[config.mk]
export PLATFORM = sky130hd
export DESIGN_NAME = bf16_round_pack_flat
export DESIGN_NICKNAME = d
export VERILOG_FILES = /design/src/rtl/bf16_round_pack_if.sv /design/src/rtl/bf16_round_pack.sv /design/src/flat_wrapper.sv
export SDC_FILE = /design/constraint.sdc
export NUM_CORES = 1
export LEC_CHECK = 0
export ABC_AREA = 0
export CAP_MARGIN = 20
export CORE_ASPECT_RATIO = 0.9
export CORE_MARGIN = 3
export CORE_UTILIZATION = 56
export DETAILED_ROUTE_END_ITERATION = 8
export PLACE_DENSITY = 0.92
export SLEW_MARGIN = 10
export SYNTH_ARGS = -nofsm -noshare
export SYNTH_HDL_FRONTEND = slang
export SYNTH_SLANG_ARGS = --single-unit
export TNS_END_PERCENT = 1
[constraint.sdc]
create_clock -name clk -period 3.55 [get_ports clk]
set_clock_uncertainty 0.1 [all_clocks]
set_input_delay 0.8875 -clock clk [delete_from_list [all_inputs] [get_ports clk]]
set_output_delay 0.8875 -clock clk [all_outputs]
set_load 0.1 [all_outputs]
[src/rtl/bf16_round_pack_if.sv]
// rtl/bf16_round_pack_if.sv - operand/result handshake bundle for the bf16 packer
interface bf16_round_pack_if #(
  parameter int NEXP = 8,
  parameter int NSIG = 7
);
  logic                   in_valid;
  logic                   in_ready;
  logic                   in_sign;
  logic signed [NEXP+1:0] in_exp;
  logic [NSIG+3:0]        in_sig;
  logic [5:0]             in_flags;
  logic                   out_valid;
  logic                   out_ready;
  logic [NEXP+NSIG:0]     out_bf16;
  logic [3:0]             out_exc;

  // Upstream arithmetic unit / downstream consumer side
  modport master (
    output in_valid, in_sign, in_exp, in_sig, in_flags, out_ready,
    input  in_ready, out_valid, out_bf16, out_exc
  );

  // Packer side
  modport slave (
    input  in_valid, in_sign, in_exp, in_sig, in_flags, out_ready,
    output in_ready, out_valid, out_bf16, out_exc
  );
endinterface

[src/rtl/bf16_round_pack.sv]
// rtl/bf16_round_pack.sv - normalise, denormalise, RNE-round and pack an unpacked result into bfloat16
module bf16_round_pack #(
  parameter int NEXP = 8,
  parameter int NSIG = 7
) (
  input logic              clk,
  input logic              rst,
  bf16_round_pack_if.slave bus
);
  localparam int W  = NSIG + 4;          // hidden + fraction + G,R,S
  localparam int EW = NEXP + 2;          // signed working exponent
  localparam int CW = $clog2(W + 1);

  // Class flag bit positions
  localparam int F_INF  = 5;
  localparam int F_SNAN = 4;
  localparam int F_QNAN = 3;
  localparam int F_ZERO = 2;
  localparam int F_SUB  = 1;
  localparam int F_NORM = 0;

  localparam logic signed [EW-1:0] EXP_ONE      = EW'(1);
  localparam logic signed [EW-1:0] EXP_MAX      = EW'((1 << NEXP) - 1);
  localparam logic [CW-1:0]        DENORM_LIMIT = CW'(W);

  typedef enum logic [2:0] {
    S_IDLE,
    S_NORM,
    S_DENORM,
    S_ROUND,
    S_DONE
  } state_e;

  state_e                 state_q, state_d;
  logic                   sign_q, sign_d;
  logic signed [EW-1:0]   exp_q, exp_d;
  logic [W-1:0]           sig_q, sig_d;
  logic [CW-1:0]          cnt_q, cnt_d;
  logic [NEXP+NSIG:0]     out_bf16_q, out_bf16_d;
  logic [3:0]             out_exc_q, out_exc_d;

  logic [NSIG:0]          keep, keep_r;
  logic [NSIG+1:0]        keep_sum;
  logic                   g, rs, up, inexact;
  logic signed [EW-1:0]   exp_r;
  logic [W-1:0]           sig_sh;
  logic signed [EW-1:0]   exp_inc;
  logic [CW-1:0]          cnt_inc;
  logic                   unused_class;

  // SUBNORMAL/NORMAL both simply take the normalise path, so their bits carry no extra information
  assign unused_class = bus.in_flags[F_SUB] ^ bus.in_flags[F_NORM];

  // One right-shift step: the bit falling off the end is folded into the sticky bit
  assign sig_sh  = {1'b0, sig_q[W-1:2], sig_q[1] | sig_q[0]};
  assign exp_inc = exp_q + EXP_ONE;
  assign cnt_inc = cnt_q + CW'(1);

  assign bus.in_ready  = (state_q == S_IDLE);
  assign bus.out_valid = (state_q == S_DONE);
  assign bus.out_bf16  = out_bf16_q;
  assign bus.out_exc   = out_exc_q;

  // Round-to-nearest-even on the current significand, including mantissa carry-out renormalisation
  always_comb begin
    keep     = sig_q[W-1:3];
    g        = sig_q[2];
    rs       = sig_q[1] | sig_q[0];
    up       = g & (rs | keep[0]);
    inexact  = g | rs;
    keep_sum = {1'b0, keep} + {{(NSIG+1){1'b0}}, up};
    if (keep_sum[NSIG+1]) begin
      keep_r = {1'b1, {NSIG{1'b0}}};
      exp_r  = exp_q + EXP_ONE;
    end else begin
      keep_r = keep_sum[NSIG:0];
      exp_r  = exp_q;
    end
  end

  // Next-state and datapath updates for the IDLE/NORM/DENORM/ROUND/DONE sequence
  always_comb begin
    state_d    = state_q;
    sign_d     = sign_q;
    exp_d      = exp_q;
    sig_d      = sig_q;
    cnt_d      = cnt_q;
    out_bf16_d = out_bf16_q;
    out_exc_d  = out_exc_q;
    case (state_q)
      S_IDLE: begin
        if (bus.in_valid) begin
          sign_d = bus.in_sign;
          exp_d  = bus.in_exp;
          sig_d  = bus.in_sig;
          cnt_d  = '0;
          if (bus.in_flags[F_QNAN]) begin
            out_bf16_d = {bus.in_sign, {NEXP{1'b1}}, 1'b1, {(NSIG-1){1'b0}}};
            out_exc_d  = 4'b0000;
            state_d    = S_DONE;
          end else if (bus.in_flags[F_SNAN]) begin
            out_bf16_d = {bus.in_sign, {NEXP{1'b1}}, 1'b1, {(NSIG-1){1'b0}}};
            out_exc_d  = 4'b1000;
            state_d    = S_DONE;
          end else if (bus.in_flags[F_INF]) begin
            out_bf16_d = {bus.in_sign, {NEXP{1'b1}}, {NSIG{1'b0}}};
            out_exc_d  = 4'b0000;
            state_d    = S_DONE;
          end else if (bus.in_flags[F_ZERO] || (bus.in_sig == '0)) begin
            out_bf16_d = {bus.in_sign, {(NEXP+NSIG){1'b0}}};
            out_exc_d  = 4'b0000;
            state_d    = S_DONE;
          end else begin
            state_d = S_NORM;
          end
        end
      end
      S_NORM: begin
        // Left shifting stops at exp==1 so a subnormal never drives the exponent below 1
        if (!sig_q[W-1] && (exp_q > EXP_ONE)) begin
          sig_d = sig_q << 1;
          exp_d = exp_q - EXP_ONE;
        end else if (exp_q < EXP_ONE) begin
          state_d = S_DENORM;
        end else begin
          state_d = S_ROUND;
        end
      end
      S_DENORM: begin
        sig_d = sig_sh;
        exp_d = exp_inc;
        cnt_d = cnt_inc;
        if (exp_inc == EXP_ONE) begin
          state_d = S_ROUND;
        end else if (cnt_inc == DENORM_LIMIT) begin
          // Everything has already collapsed into sticky; jump straight to the minimum exponent
          exp_d   = EXP_ONE;
          sig_d   = {{(W-1){1'b0}}, |sig_sh};
          state_d = S_ROUND;
        end
      end
      S_ROUND: begin
        exp_d = exp_r;
        if (exp_r >= EXP_MAX) begin
          out_bf16_d = {sign_q, {NEXP{1'b1}}, {NSIG{1'b0}}};
          out_exc_d  = 4'b0101;
        end else if (!keep_r[NSIG]) begin
          out_bf16_d = {sign_q, {NEXP{1'b0}}, keep_r[NSIG-1:0]};
          out_exc_d  = {2'b00, inexact, inexact};
        end else begin
          out_bf16_d = {sign_q, exp_r[NEXP-1:0], keep_r[NSIG-1:0]};
          out_exc_d  = {3'b000, inexact};
        end
        state_d = S_DONE;
      end
      S_DONE: begin
        if (bus.out_ready) begin
          state_d = S_IDLE;
        end
      end
      default: begin
        state_d = S_IDLE;
      end
    endcase
  end

  // State and datapath registers; reset abandons any operation in flight
  always_ff @(posedge clk) begin
    if (rst) begin
      state_q    <= S_IDLE;
      sign_q     <= 1'b0;
      exp_q      <= '0;
      sig_q      <= '0;
      cnt_q      <= '0;
      out_bf16_q <= '0;
      out_exc_q  <= '0;
    end else begin
      state_q    <= state_d;
      sign_q     <= sign_d;
      exp_q      <= exp_d;
      sig_q      <= sig_d;
      cnt_q      <= cnt_d;
      out_bf16_q <= out_bf16_d;
      out_exc_q  <= out_exc_d;
    end
  end
endmodule
[src/flat_wrapper.sv]
// flat-port wrapper written by rule: the top's interface ports become plain ports
module bf16_round_pack_flat 
#(
  parameter int NEXP = 8,
  parameter int NSIG = 7
)
  (clk, rst, bus_in_valid, bus_in_sign, bus_in_exp, bus_in_sig, bus_in_flags, bus_out_ready, bus_in_ready, bus_out_valid, bus_out_bf16, bus_out_exc);
  bf16_round_pack_if #(.NEXP(NEXP), .NSIG(NSIG)) bus_i ();
  input logic clk;
  input logic rst;
  input wire logic [$bits(bus_i.in_valid)-1:0] bus_in_valid;
  input wire logic [$bits(bus_i.in_sign)-1:0] bus_in_sign;
  input wire logic [$bits(bus_i.in_exp)-1:0] bus_in_exp;
  input wire logic [$bits(bus_i.in_sig)-1:0] bus_in_sig;
  input wire logic [$bits(bus_i.in_flags)-1:0] bus_in_flags;
  input wire logic [$bits(bus_i.out_ready)-1:0] bus_out_ready;
  output wire logic [$bits(bus_i.in_ready)-1:0] bus_in_ready;
  output wire logic [$bits(bus_i.out_valid)-1:0] bus_out_valid;
  output wire logic [$bits(bus_i.out_bf16)-1:0] bus_out_bf16;
  output wire logic [$bits(bus_i.out_exc)-1:0] bus_out_exc;
  assign bus_i.in_valid = bus_in_valid;
  assign bus_i.in_sign = bus_in_sign;
  assign bus_i.in_exp = bus_in_exp;
  assign bus_i.in_sig = bus_in_sig;
  assign bus_i.in_flags = bus_in_flags;
  assign bus_i.out_ready = bus_out_ready;
  assign bus_in_ready = bus_i.in_ready;
  assign bus_out_valid = bus_i.out_valid;
  assign bus_out_bf16 = bus_i.out_bf16;
  assign bus_out_exc = bus_i.out_exc;
  bf16_round_pack #(.NEXP(NEXP), .NSIG(NSIG)) u_core (.clk(clk), .rst(rst), .bus(bus_i));
endmodule
==> results of run 1 <==
synthesized netlist by cell type, drive strengths merged, types with 5 or more instances:
| cell type | n | share of area (%) |
|---|---|---|
| dfxtp | 49 | 26 |
| xnor2 | 18 | 4.2 |
| and3 | 5 | 0.83 |
| a211oi | 12 | 2.4 |
| xor2 | 11 | 2.5 |
| or4 | 6 | 1.3 |
| nor3 | 17 | 2.2 |
| or3 | 8 | 1.5 |
| buf | 26 | 4.1 |
| a2111oi | 12 | 3.7 |
| o211ai | 9 | 1.8 |
| a32oi | 9 | 2.1 |
| ha | 6 | 2.0 |
| nand4 | 10 | 2.1 |
| nand2 | 35 | 3.5 |
| inv | 17 | 1.7 |
| nor2 | 62 | 6.2 |
| nor4 | 8 | 1.3 |
| o21ai | 39 | 5.7 |
| nand3 | 13 | 1.7 |
| a21oi | 41 | 5.5 |
| a31oi | 11 | 2.0 |
| clkbuf | 17 | 1.7 |
logic make-up after synthesis:
logic type      after synthesis
fa+ha+maj                     6
simple gates                186
mux                           3
xor+xnor                     29
buf+inv                      60
compound gates              172
flops                        49
metal layers:
layer / vias to the layer above / wire, um / GRT usage [%]
met5: - / 0 / 0
met4: 0 / 313 / 9.32
met3: 48 / 1590 / 8.03
met2: 329 / 5580 / 49.3
met1: 1994 / 4860 / 42.0
li1: 1943 / - / -
area by class of cell:
| class | instances | area [sq um] |
|---|---|---|
| Clock buffer | 5 | 68.8 |
| Clock inverter | 3 | 68.8 |
| Fill cell | 534 | 1920 |
| Tap cell | 87 | 109 |
| Inverter | 17 | 63.8 |
| Timing Repair Buffer | 68 | 583 |
| Sequential cell | 49 | 981 |
| Multi-Input combinational cell | 396 | 2520 |
path summary, 6_finish.rpt:
| path | startpoint | end | slack [ns] | cells past startpoint |
|---|---|---|---|---|
| worst max-delay path | u_core.sig_q[2] | u_core.bus.out_bf16[6] | 0.44 | 9 |
| worst min-delay path | u_core.bus.out_exc[1] | u_core.bus.out_exc[1] | 0.36 | 2 |
| worst min register to register | u_core.bus.out_exc[1] | u_core.bus.out_exc[1] | 0.36 | 2 |
| worst max register to register | u_core.sig_q[2] | u_core.bus.out_bf16[6] | 0.44 | 9 |
power breakdown:
group          switching [mW]  internal [mW]  total, mW
combinational           0.360          0.199      0.559
clock                   0.209          0.284      0.493
sequential             0.0833          0.591      0.674
total                   0.653           1.07       1.73
flip-flops by register name (all words and copies together), names as in the netlist:
signal               cells
u_core.bus.out_bf16     16
u_core.bus.out_exc       4
u_core.cnt_q             4
u_core.exp_q            10
u_core.sig_q            11
u_core.sign_q            1
u_core.state_q           3
layout by cell type, fill, tap and decap left out, drive strengths merged, types with 4 or more instances in the layout:
cell type / Yosys / layout
o21ai: 39 / 39
xnor2: 18 / 18
or4: 6 / 6
or3: 8 / 8
xor2: 11 / 11
clkbuf: 17 / 5
and3: 5 / 5
o22ai: 4 / 4
nand4: 10 / 10
nor3: 17 / 17
nand2: 35 / 35
nand3: 13 / 13
a2111oi: 12 / 12
dfxtp: 49 / 49
a31oi: 11 / 11
a211oi: 12 / 12
a32oi: 9 / 9
nor4: 8 / 8
nor2: 62 / 62
ha: 6 / 6
clkdlybuf4s50: 0 / 29
and2: 4 / 4
nor2b: 4 / 4
buf: 26 / 39
o21a: 4 / 4
o211ai: 9 / 9
inv: 17 / 18
nand2b: 4 / 4
a21oi: 41 / 41
worst max-delay path, cell delays in order, from the launching register on:
cell and delay, ns:
dfxtp_1 0.44, inv_1 0.11, nor2_1 0.14, ha_1 0.29
nand3_1 0.31, or4_4 0.58, a21oi_2 0.21, a31oi_1 0.21
or3_4 0.44, a32o_1 0.21
through the flow:
stage	util (%)	power (mW)
2_1_floorplan	-	1.08
3_3_place_gp	67.5	1.21
3_5_place_dp	67.5	1.22
4_1_cts	69.6	1.71
5_1_grt	69.6	1.79
6_report	69.6	1.73
==> flow_metrics.env, run 1 <==
export IMPL_cts_resized=0
export IMPL_die_x_um=92.6
export IMPL_synthAdderAreaFrac_pct=1.98
export IMPL_grt_pass1_wl_mm=19.7
export IMPL_synth_area_per_cell_sq_um=7.49
export IMPL_dpl_cell_area_sq_mm=0.00426
export IMPL_hpwl_mm=8.72
export IMPL_insertedDiodeCount=0
export IMPL_numPlacedInstances=617
export IMPL_pre_cts_ws_ns=0.316
export IMPL_fin_cells=625
export IMPL_rows=27
export IMPL_setup_violations=0
export IMPL_worst_setup_path_start_kind="flip-flop"
export IMPL_gp_congestion=0.989
export IMPL_dieArea_sq_mm=0.00778
export IMPL_die_y_um=84.0
export IMPL_clock_root_buffer="clkbuf_8"
export IMPL_drtPass1Iterations=6
export IMPL_hold_viol_final=0
export IMPL_yosys_warnings=0
export IMPL_antenna_found_initial=0
export IMPL_clk_latency_ns=0.31
export IMPL_syn_nets=543
export IMPL_clock_sinks=49
export IMPL_min_period_ns=3.11
export IMPL_yosys_area_share_simple_pct=24.7
export IMPL_cts_htree_levels=2
export IMPL_numCtsBuffers=5
export IMPL_async_flop_share_pct=0
export IMPL_grt_ovfl_total=0
export IMPL_track_usage_pct=31.3
export IMPL_ios=54
export IMPL_drc=0
export IMPL_grt_pass1_vias=3898
export IMPL_final_nets=575
export IMPL_fin_ws_ns=0.439
export IMPL_max_freq_mhz=321
export IMPL_synth_top_family_by_area="compound AO/OA/AOI/OAI gates"
export IMPL_p_leak_nw=1.58
export IMPL_vias=4314
export IMPL_worstSetupPathType="flip-flop to flip-flop"
export IMPL_timing_setup_tns_ns=0
export IMPL_grt_max_degree=41
export IMPL_cts_clk_slew_worst_paths_ns=0.10
export IMPL_synthesis_area_sq_mm=0.00378
export IMPL_vdd_drop_max_uv=275
export IMPL_antenna_left=0
export IMPL_ys_seq_area_share_pct=25.9
export IMPL_clk_path_buf_depth=2
export IMPL_synth_xor_area_share_pct=6.71
export IMPL_period_share_pct=87.6
export IMPL_fin_area_sq_mm=0.00440
export IMPL_cts_tree="done"
export IMPL_relSlewSlack_pct=41.6
export IMPL_wl_mm=12.3
export IMPL_start_util_pct=59.9
export IMPL_crit_path_end_kind="flip-flop"
export IMPL_synth_ff_type="dfxtp_1"
export IMPL_drive_above_1_share_pct=13.4
export IMPL_crit_fanout=7
export IMPL_worstPathRequired_ns=3.66
export IMPL_drv_slew=0
export IMPL_muxShareOfSynthArea_pct=0.860
export IMPL_synth_cell_types=68
export IMPL_core_area_sq_mm=0.00632
export IMPL_hold_buffers=0
export IMPL_synth_seq_cells=49
export IMPL_syn2layout_area_growth_pct=16.3
export IMPL_rsz0062_at_grt="no"
export IMPL_power_density_mw_per_mm2=392
export IMPL_maxCapViolations=0
export IMPL_crit_arrival_ns=3.23
export IMPL_numPortBuffers=51
export IMPL_syn_inst=505
export IMPL_holdWs_ns=0.362
export IMPL_synth_compound_area_share_pct=32.4
export IMPL_synth_edf_count=0
export IMPL_viasPerCell=6.90
export IMPL_run_status="complete, no violations"
export IMPL_tightest_slew_ns=0.876
export IMPL_cts_post_setup_buffers_inserted=0
export IMPL_hold_class="flip-flop to flip-flop"
export IMPL_post_drt_wl_per_cell_um=19.8
export IMPL_drt_iter0_markers=621
Power figures use the tool's default switching activity.
==> run 2: changes to the inputs <==
- CAP_MARGIN: 20 -> 40
- CORE_UTILIZATION: 56 -> 50
- PLACE_DENSITY: 0.92 -> 0.87
- SETUP_SLACK_MARGIN: unset -> 0.05
- clock period: 3.55 -> 2.5 ns (I/O delays scaled with it)
==> flow_metrics.env, run 2 (synthesized netlist as in run 1, its figures left out) <==
export IMPL_drv_slew=0
export IMPL_ios=54
export IMPL_dpl_cell_area_sq_mm=0.00486
export IMPL_fin_area_sq_mm=0.00519
export IMPL_viasPerCell=6.62
export IMPL_power_density_mw_per_mm2=496
export IMPL_core_area_sq_mm=0.00718
export IMPL_worst_setup_path_start_kind="flip-flop"
export IMPL_final_common_cell="buf_4"
export IMPL_insertedDiodeCount=0
export IMPL_cts_htree_levels=2
export IMPL_max_freq_mhz=397
export IMPL_post_drt_wl_per_cell_um=19.9
export IMPL_fin_ws_ns=-0.0163
export IMPL_run_status="finished, violations left"
export IMPL_largest_register_ffs=16
export IMPL_period_share_pct=101
export IMPL_hold_class="flip-flop to flip-flop"
export IMPL_pre_cts_ws_ns=-0.345
export IMPL_die_x_um=97.7
export IMPL_hold_depth=2
export IMPL_numCtsBuffers=5
export IMPL_gp_congestion=1.02
export IMPL_syn2layout_area_growth_pct=37.2
export IMPL_layout_common_cells="buf_4 (109), nor2_1 (59), dfxtp_1 (43)"
export IMPL_drc=0
export IMPL_clock_sinks=49
export IMPL_grt_pass1_wl_mm=21.8
export IMPL_antenna_found_initial=0
export IMPL_hpwl_mm=10.2
export IMPL_maxCapViolations=0
export IMPL_grt_max_degree=41
export IMPL_wl_mm=14.1
export IMPL_crit_fanout=4
export IMPL_hold_viol_final=0
export IMPL_clk_path_buf_depth=2
export IMPL_worstSetupPathType="flip-flop to flip-flop"
export IMPL_rows=29
export IMPL_slowest_delay_ns=0.51
export IMPL_die_y_um=88.5
export IMPL_holdWs_ns=0.363
export IMPL_r2r_cells=9
export IMPL_start_util_pct=52.7
export IMPL_rsz0062_at_grt="yes"
export IMPL_num_fill_cells=528
export IMPL_track_usage_pct=31.2
export IMPL_multi_input_area_sq_mm=0.00270
export IMPL_gr_usage_met3_pct=6.78
export IMPL_p_leak_nw=1.99
export IMPL_setup_violations=1
export IMPL_violations="setup timing"
export IMPL_worstPathRequired_ns=2.61
export IMPL_totalPowerFinal_mw=2.58
export IMPL_final_nets=651
export IMPL_grtUsageMet1_pct=40.8
export IMPL_drive_above_1_share_pct=29.2
export IMPL_vdd_drop_max_uv=418
export IMPL_vias=4679
export IMPL_drt_iter0_markers=636
export IMPL_antenna_left=0
export IMPL_cts_clk_slew_worst_paths_ns=0.09
export IMPL_grt_ovfl_total=0
export IMPL_critPathSlowestCell="or4_4"
export IMPL_numPortBuffers=51
export IMPL_worstPathCellList="inv_2, nor2_4, ha_4, nand3_4, or4_4, a21oi_4, a31oi_4, or3_4, a32o_1"
export IMPL_grt_busiest_layer="met2"
export IMPL_dieArea_sq_mm=0.00865
export IMPL_grt_pass1_vias=4280
export IMPL_crit_arrival_ns=2.63
export IMPL_gr_usage_met2_pct=50.9
export IMPL_min_period_ns=2.52
export IMPL_seq_area_sq_um=988
export IMPL_clock_root_buffer="clkbuf_8"
export IMPL_tightest_slew_ns=0.752
export IMPL_drtPass1Iterations=7
export IMPL_clk_latency_ns=0.32
export IMPL_crit_path_end_kind="flip-flop"
export IMPL_relSlewSlack_pct=49.5
export IMPL_cts_tree="done"
-- run 2: cell count changes in the layout (fill, tap and decap cells not counted), moves of 3 or more --
cell / previous run / this run
dfxtp_2: 0 / 6
nor2_1: 62 / 59
buf_12: 0 / 4
dfxtp_1: 49 / 43
buf_4: 39 / 109
-- run 2: final cells by class --
type / count / area share, %
clock inverter: 3 / 0.844
clock buffer: 5 / 1.33
multi-input combinational: 396 / 52.0
inverter: 17 / 1.23
sequential: 49 / 19.0
tap: 93 / 2.24
timing repair buffer: 144 / 23.3
-- run 2: worst paths after layout --
check / from / endpoint / slack (ns)
setup / recovery: u_core.sig_q[3] / u_core.bus.out_bf16[6] / -0.02
hold / removal: u_core.sign_q / u_core.sign_q / 0.36
setup reg to reg: u_core.sig_q[3] / u_core.bus.out_bf16[6] / -0.02
hold reg to reg: u_core.sign_q / u_core.sign_q / 0.36
-- run 2: through the flow --
| step | TNS, ns | std cells | util, % |
|---|---|---|---|
| 2_1_floorplan | -0.0203 | 505 | - |
| 3_3_place_gp | -5.53 | 694 | 67.6 |
| 3_5_place_dp | -6.48 | 694 | 67.6 |
| 4_1_cts | -0.0111 | 706 | 71.2 |
| 5_1_grt | -0.618 | 707 | 72.3 |
| 6_report | -0.0163 | 707 | 72.3 |
-- run 2: report_power, final --
group | total (mW) | internal (mW) | switching (mW)
clock | 0.615 | 0.301 | 0.314
combinational | 1.04 | 0.419 | 0.625
sequential | 0.917 | 0.841 | 0.0756
total | 2.58 | 1.56 | 1.01
-- run 2: per-layer routing --
| metal | routed length (um) | vias up | share of wire, % |
|---|---|---|---|
| li1 | - | 2094 | - |
| met1 | 5430 | 2132 | 39 |
| met2 | 6260 | 370 | 44 |
| met3 | 1740 | 83 | 12 |
| met4 | 653 | 0 | 4.6 |
| met5 | 0 | - | 0 |
-- run 2: worst max-delay path: cells and delay by family (launching register included) --
kind | cells | cell delay, ns
simple gates | 4 | 1.14
flops | 1 | 0.34
fa+ha+maj | 1 | 0.17
compound gates | 3 | 0.61
buf+inv | 1 | 0.05
-- run 2: what timing repair did --
action                                  4_1_cts  5_1_grt
pin swaps                                    10       15
resized for setup                            25       17
endpoints found under the setup margin       25       35
hold buffers                                  0        0
gates cloned                                  0        0
buffers inserted                              4        1
